`src/rtl/mipi_csi2_pix_packer.sv`:
```
// mipi_csi2_pix_packer: packs a CSI-2 pixel stream into sof/eol-tagged 16-bit words behind a FWFT FIFO
// Ports: img_clk, reset (sync, active-high); mode10 RAW10/RAW8 select, sampled at frame start;
//   dati/dvi/lvi/fvi pixel stream in; word_o/sof_o/eol_o/valid_o with ready_i is the FIFO head handshake;
//   overflow is a sticky dropped-frame flag. Define MIPI_PACKER_STATS_EN to add line_count/last_line_words.
module mipi_csi2_pix_packer #(
  parameter int DATA_WIDTH = 10,
  parameter int FIFO_DEPTH_LOG2 = 4
) (
  input  logic                  img_clk,
  input  logic                  reset,
  input  logic                  mode10,
  input  logic [DATA_WIDTH-1:0] dati,
  input  logic                  dvi,
  input  logic                  lvi,
  input  logic                  fvi,
  output logic [15:0]           word_o,
  output logic                  sof_o,
  output logic                  eol_o,
  output logic                  valid_o,
  input  logic                  ready_i,
  output logic                  overflow
`ifdef MIPI_PACKER_STATS_EN
  ,
  output logic [15:0]           line_count,
  output logic [15:0]           last_line_words
`endif
);
  typedef enum logic [1:0] {ST_WAIT_FRAME, ST_ACTIVE, ST_DROP} state_t;
  localparam int N = FIFO_DEPTH_LOG2;
  state_t r_state, w_next;
  logic r_fvi_d, r_lvi_d, r_mode10, r_first, r_pend_v, r_hold_v, r_def_v;
  logic [7:0] r_pend;
  logic [15:0] r_hold;
  logic [17:0] r_mem [1<<N];
  logic [N:0] r_wp, r_rp;
  logic w_start, w_fall_f, w_act, w_px, w_cmp, w_end, w_push, w_eol, w_pop, w_full, w_ovf, w_wr;
  logic [15:0] w_word, w_pword;
  assign w_start = r_state == ST_WAIT_FRAME && fvi && !r_fvi_d;
  assign w_fall_f = !fvi && r_fvi_d;
  assign w_act = r_state == ST_ACTIVE;
  assign w_px = w_act && dvi && lvi && fvi;
  assign w_cmp = w_px && (r_mode10 || r_pend_v);
  assign w_end = w_act && ((!lvi && r_lvi_d) || w_fall_f);
  assign w_word = r_mode10 ? {6'b0, dati[9:0]} : {dati[DATA_WIDTH-1 -: 8], r_pend};
  assign w_push = r_def_v || (r_hold_v && (w_cmp || w_end));
  assign w_eol = r_def_v || (w_end && !r_pend_v);
  assign w_pword = r_def_v ? {8'h00, r_pend} : r_hold;
  assign valid_o = r_wp != r_rp;
  assign w_full = r_wp[N] != r_rp[N] && r_wp[N-1:0] == r_rp[N-1:0];
  assign w_pop = valid_o && ready_i;
  assign w_ovf = w_push && w_full && !w_pop;
  assign w_wr = w_push && !w_ovf;
  assign {sof_o, eol_o, word_o} = valid_o ? r_mem[r_rp[N-1:0]] : 18'd0;
  always_comb begin
    w_next = r_state;
    if (w_ovf) w_next = fvi ? ST_DROP : ST_WAIT_FRAME;
    else if (w_start) w_next = ST_ACTIVE;
    else if (r_state != ST_WAIT_FRAME && w_fall_f) w_next = ST_WAIT_FRAME;
  end
  always_ff @(posedge img_clk) r_state <= reset ? ST_WAIT_FRAME : w_next;
  always_ff @(posedge img_clk) if (w_wr) r_mem[r_wp[N-1:0]] <= {r_first, w_eol, w_pword};
  always_ff @(posedge img_clk) begin
    if (reset) begin
      r_fvi_d <= 1'b1;
      r_lvi_d <= 1'b0;
      r_mode10 <= 1'b0;
      r_first <= 1'b0;
      r_pend_v <= 1'b0;
      r_hold_v <= 1'b0;
      r_def_v <= 1'b0;
      r_pend <= '0;
      r_hold <= '0;
      r_wp <= '0;
      r_rp <= '0;
      overflow <= 1'b0;
    end else begin
      r_fvi_d <= fvi;
      r_lvi_d <= lvi;
      r_def_v <= 1'b0;
      if (w_start) begin
        r_mode10 <= mode10;
        r_first <= 1'b1;
        overflow <= 1'b0;
      end else if (w_push) r_first <= 1'b0;
      if (w_cmp) begin
        r_hold <= w_word;
        r_hold_v <= 1'b1;
        r_pend_v <= 1'b0;
      end else if (w_px) begin
        r_pend <= dati[DATA_WIDTH-1 -: 8];
        r_pend_v <= 1'b1;
      end
      if (w_end) begin
        r_hold_v <= 1'b0;
        r_pend_v <= 1'b0;
        r_def_v <= r_pend_v;
      end
      if (w_ovf) begin
        overflow <= 1'b1;
        r_hold_v <= 1'b0;
        r_pend_v <= 1'b0;
        r_def_v <= 1'b0;
      end
      if (w_wr) r_wp <= r_wp + 1'b1;
      if (w_pop) r_rp <= r_rp + 1'b1;
    end
  end
`ifdef MIPI_PACKER_STATS_EN
  logic [15:0] r_cur;
  always_ff @(posedge img_clk) begin
    if (reset) begin
      line_count <= '0;
      last_line_words <= '0;
      r_cur <= '0;
    end else if (w_start) begin
      line_count <= '0;
      r_cur <= '0;
    end else if (w_wr) begin
      r_cur <= w_eol ? 16'd0 : r_cur + 16'd1;
      if (w_eol) begin
        line_count <= line_count + 16'd1;
        last_line_words <= r_cur + 16'd1;
      end
    end
  end
`endif
endmodule

```
`config.mk`:
```
export PLATFORM = sky130hd
export DESIGN_NAME = mipi_csi2_pix_packer
export DESIGN_NICKNAME = d
export VERILOG_FILES = /design/src/rtl/mipi_csi2_pix_packer.sv
export SDC_FILE = /design/constraint.sdc
export NUM_CORES = 1
export LEC_CHECK = 0
export BUFFER_PORTS_ARGS = -buffer_cell sky130_fd_sc_hd__buf_2
export CAP_MARGIN = 20
export CORE_UTILIZATION = 58
export CTS_CLUSTER_SIZE = 8
export DETAILED_ROUTE_END_ITERATION = 8
export GPL_ROUTABILITY_DRIVEN = 0
export GPL_TIMING_DRIVEN = 0
export HOLD_SLACK_MARGIN = 0.02
export PLACE_DENSITY = 0.75
export SLEW_MARGIN = 10
export SYNTH_ARGS = -nofsm -noshare
export SYNTH_HDL_FRONTEND = slang
export SYNTH_SLANG_ARGS = --single-unit
```
`constraint.sdc`:
```
create_clock -name img_clk -period 4.1 [get_ports img_clk]
set_clock_uncertainty 0.05 [all_clocks]
set_input_delay 0.205 -clock img_clk [delete_from_list [all_inputs] [get_ports img_clk]]
set_output_delay 0.205 -clock img_clk [all_outputs]
set_load 0.01 [all_outputs]
```
# == Yosys cells after proc, flatten, opt, wreduce, memory -nomap -nowiden ==
# Memories as Yosys holds them, arrays and structs flattened. A register that Yosys moved wholly into a read port is not among the register bits.
# Cells that the tools add are included.
# op_classes
muxes,15
reduce_logical,37
eq_ne,4
bitwise_logic,2
n_addsub,2
# ops
operator,n
$mux W16,2
$mux W18,1
$logic_and A1 B1 Y1,17
$add A5 B1 Y5 const B,2
$mux W2,4
$mux W4,2
$logic_not A1 Y1,6
$mux W1,6
$reduce_bool A2 Y1,3
$reduce_or A3 Y1,2
$logic_or A1 B1 Y1,5
$ne A5 B5 Y1,1
$eq A4 B4 Y1,1
$reduce_or A4 Y1,1
$reduce_bool A3 Y1,1
$eq A2 B1 Y1 const B,1
$logic_not A2 Y1,1
$not A1 Y1,2
$reduce_and A2 Y1,1
$ne A1 B1 Y1,1
# totals
register_bits,44
mem_bits_rw,288
n_memories,1
inputBits,17
wordCells,74
output_inout_bits,20
# mem_list
memory,depth,word_bits,rd,rd_ports_with_merged_regs,write_ports,line,text
r_mem,16,18,1,1,1,34,logic [17:0] r_mem [1<<N];

# == Depth between registers and ports, before layout ==
# logic_depth
depth_word,14
mapped_depth,7
mapped_depth_nobuf,5

# == Least setup slack after synthesis ==
# No wires, ideal clock.
# synth_timing
kind,reg2reg
from,register r_wp[0]
to,"memory r_mem[0][0], enable pin"
n_path_buf,0
slack_ps,1104
synth_period_minus_slack_ps,2996
required_time_ps,3634
path_stages_with_launch,6
arrival_ps,2530
setup_time_ps,416
path_cell_list,dfxtp_1 -> xor2_1 -> nor4_4 -> a32oi_4 -> nand2_1 -> nor3_1
# synth_between
elab_chain_cells,8
elab_cells_between_ends,11
classes_between,eq/ne (2); mux (2); reduce/logical (7)
# synth_lines
element,line,text
"start, declared",35,"logic [N:0] r_wp, r_rp;"
"start signal, assigned",104,if (w_wr) r_wp <= r_wp + 1'b1;
$ne A5 B5 Y1 / $eq A4 B4 Y1 (equally long branches),"48, 49",
"$logic_and A1 B1 Y1, on equally long branches","50, 49",
$logic_not A1 Y1 / $logic_and A1 B1 Y1 (equally long branches),51,assign w_ovf = w_push && w_full && !w_pop;
$logic_and A1 B1 Y1,51,
$logic_not A1 Y1,52,assign w_wr = w_push && !w_ovf;
$logic_and A1 B1 Y1,52,
$mux W1,61,"always_ff @(posedge img_clk) if (w_wr) r_mem[r_wp[N-1:0]] <= {r_first, w_eol, w_pword};"
$mux W1 (not written as such),61,
"end, declared",34,
# Several ways; a longest one is shown, not always the timed one.

==> impl_results.md <==
- Grt met1 use: 0.318
- Row cnt: 55
- Synth warnings: 0
- Net Count, Synth: roughly 740
- Seq cells post-synth: 336
- Post-synthesis adder-cell area fraction: 0.00467
- Vias in the first global route: ~7.5k
- Clk root buf: clkbuf_16
- Sw Pwr: 1.38 mW
- Postcts setup bufs: 0
- CTS buffer count: 47
- TritonCTS clock tree: done
- Hold_buf cts: 13
- Proportion of synthesized area in mux cells: 0.160
- Core area: approximately 23000 sq um
- Clk_lat worst skew: 0.54 ns
- Tightest Pin Transition: 0.990 ns
- Post-Synthesis Cells: around 720
- Outcome: finished clean
- CTS H-tree depth: 2
- Fin cells: ~1.2k
- Worst reg-to-reg setup slack: 1.21 ns
- Crit. End Element: primary output
- Clock power frac: 0.483
- Minimum clock period: 3.10 ns
- CP Launch Type: flip-flop
- # resized after CTS: 0
- Post-synthesis xor/xnor area fraction: 0.00710
- Main synth FF type: edfxtp_1
- Drt first pass iters: 7
- Share of layout cells above drive strength 1: 0.277
- Diode count: 0
- Met3 usage: 0.0417
- Fin crit share: 0.755
- Area Growth Syn to Fin: 17.4%
- Max Slew Vio Count: 0
- Final Hold Vio Count: 0
- Number of flops mapped to enable cells by yosys: 288
- Met2 GRT Util: 0.427
- Critical R2R Capture: r_mem[1][11]
- # DRC: 0
- Cells on worst reg2reg path: 6
- TritonCTS Sinks: 336
- Grt peak-use layer: met2
- Die X: 154 microns
- Critical path type: reg -> out
- RSZ-0062 raised after global routing: false
- CP max FO: 10
- FMAX: 323 MHz
- Vias: ~7k
- Largest net degree at the start of global routing: 19
- Post-synth cell types: 48
- Dpl hpwl: about 18 mm
- Drt via density: between 6 and 7
- Die height: 154 microns
- Hold EP: r_rp[2]
- Global route total overflow: 0
- Slew HR: 0.339
- Final wirelength: 28.3 mm
- Mapped Area: 13400 sq um
- Syn_area_per_cell: 18.6 sq um
- R2R Path Start: r_fvi_d
- Leak Pwr: 5.57 nW
- Initial antenna violation count: 0
- Hold path cells: 5
- Arrival time at the worst endpoint: 2.84 ns
- Most common cell after layout, fill and taps aside: edfxtp_1
- Max-cap check violation count: 0
- Pwr/cell area: 459 nW/um^2
- Ys async rst share: 0
- Most frequent cells in the layout: edfxtp_1, mux4_2
- Flop pwr share: 0.509
- Final setup violation count: 0
- Sw Ratio: 0.191
- Clock buffer depth: 3
- I/O Buffers: 35
- Worst vdd ir: between 300 and 400 uV
- Setup TNS: 0 ns
- Required @ worst endpoint: 3.85 ns
- Per-cell routed wire length: around 25 microns
- Final ANT Viol Nets: 0
- Placed Cells incl. Taps: ~1.1k
- Hold Crit Start: ready_i
- GRT Util Overall: 0.247
- P_int: 5.84 mW
- Largest family of logic cells by synthesized area: multiplexers
- Detailed Route Iter0 Violations: 616
- Final #Nets: 859
- Die outline area: 23700 sq um
- Post-Synth Simple-Gate Area: 0.0514
- Min-delay worst type: in -> reg
- Initial Utilization: 0.591
- Gate power share: 0.008
- Post-synthesis compound-gate area fraction: 0.0394
- Register area share after synthesis: 0.718
- First-pass GRT wire length: about 43 mm
- Worst-path clk slew: 0.05 ns
- IO Count: 37
## how the worst max path moves through the flow
stage / cells after the start / to / start
2_1_floorplan: 5 / r_mem[0][0] / r_wp[0]
3_3_place_gp: 6 / r_mem[2][8] / lvi
3_5_place_dp: 6 / r_mem[1][11] / r_wp[0]
4_1_cts: 6 / word_o[14] / flip-flop
5_1_grt: 6 / word_o[15] / flip-flop
6_report: 6 / word_o[14] / flip-flop
## power by group through the flow
stage          Combinational, mW  Sequential (mW)  Clock [mW]
5_1_grt                   0.0581             3.67        3.66
6_report                  0.0542             3.67        3.49
3_3_place_gp              0.0417             3.74           0
2_1_floorplan             0.0244             3.74           0
4_1_cts                   0.0536             3.67        3.53
3_5_place_dp              0.0442             3.74           0
## kinds of logic (layout without fill, tap and decap cells)
| kind of cell | count (synthesis) | after routing |
|---|---|---|
| buf+inv | 51 | 197 |
| xor+xnor | 10 | 10 |
| flops | 336 | 336 |
| mux | 122 | 122 |
| compound gates | 68 | 68 |
| fa+ha+maj | 5 | 5 |
| simple gates | 127 | 127 |
## cell usage after synthesis (2+ instances only)
master | count | area, sq um
a211oi_1 | 48 | 360
xnor2_1 | 5 | 43.8
xor2_1 | 4 | 35.0
nor2b_1 | 31 | 194
edfxtp_1 | 288 | 8650
buf_2 | 13 | 65.1
nand4_1 | 4 | 25.0
nand2b_1 | 4 | 25.0
a21oi_1 | 12 | 60.1
mux4_2 | 72 | 1620
buf_1 | 4 | 15.0
nor3_1 | 5 | 25.0
mux2_1 | 2 | 22.5
dfxtp_1 | 48 | 961
nor2_1 | 46 | 173
ha_1 | 5 | 62.6
inv_1 | 7 | 26.3
mux2_2 | 8 | 90.1
buf_4 | 5 | 37.5
buf_6 | 5 | 56.3
nand3b_1 | 7 | 52.6
nand2_1 | 17 | 63.8
clkbuf_1 | 16 | 60.1
mux2i_1 | 39 | 390
## critical path: stages, from the launching register on
cell and delay, ns:
dfxtp_1 0.30, buf_2 0.30, clkbuf_1 0.46, clkbuf_1 0.48, a211oi_1 0.16, a211oi_1 0.39, buf_2 0.21
## layout make-up
type / instances / area [sq um]
Timing Repair Buffer: 69 / 596
Inverter: 8 / 30.0
Clock inverter: 2 / 25.0
Clock buffer: 75 / 1300
Sequential cell: 336 / 9610
Tap cell: 285 / 357
Fill cell: 1374 / 6930
Buffer: 43 / 234
Multi-Input combinational cell: 332 / 3560
## state kept, by name (all words and copies together), names as in the netlist, named ones only
name,flops
r_lvi_d,1
r_first,1
r_rp,5
r_wp,5
r_mode10,1
r_pend_v,1
r_state,2
r_pend,8
r_fvi_d,1
r_hold,16
r_hold_v,1
r_mem,288
r_def_v,1
overflow,1
## stage by stage
step / util / worst slack, ns / total power [mW] / hold slack [ns] / area [sq um]
final: 0.694 / 1.00 / 7.22 / 0.0759 / 15700
after global routing: 0.694 / 0.860 / 7.39 / 0.0929 / 15700
after CTS: 0.692 / 0.994 / 7.26 / 0.0666 / 15700
after detailed placement: 0.628 / 1.21 / 3.78 / 0.393 / 14200
after global placement: 0.615 / 0.0375 / 3.78 / 0.389 / 13900
after floorplan: - / 1.10 / 3.76 / 0.262 / 13400
## metal layers
layer	wire (microns)	vias to the layer above
met1	11200	3690
met3	1770	48
met2	14600	275
met5	0	-
met4	625	0
li1	-	3121
(Power assumes the default switching activity.)
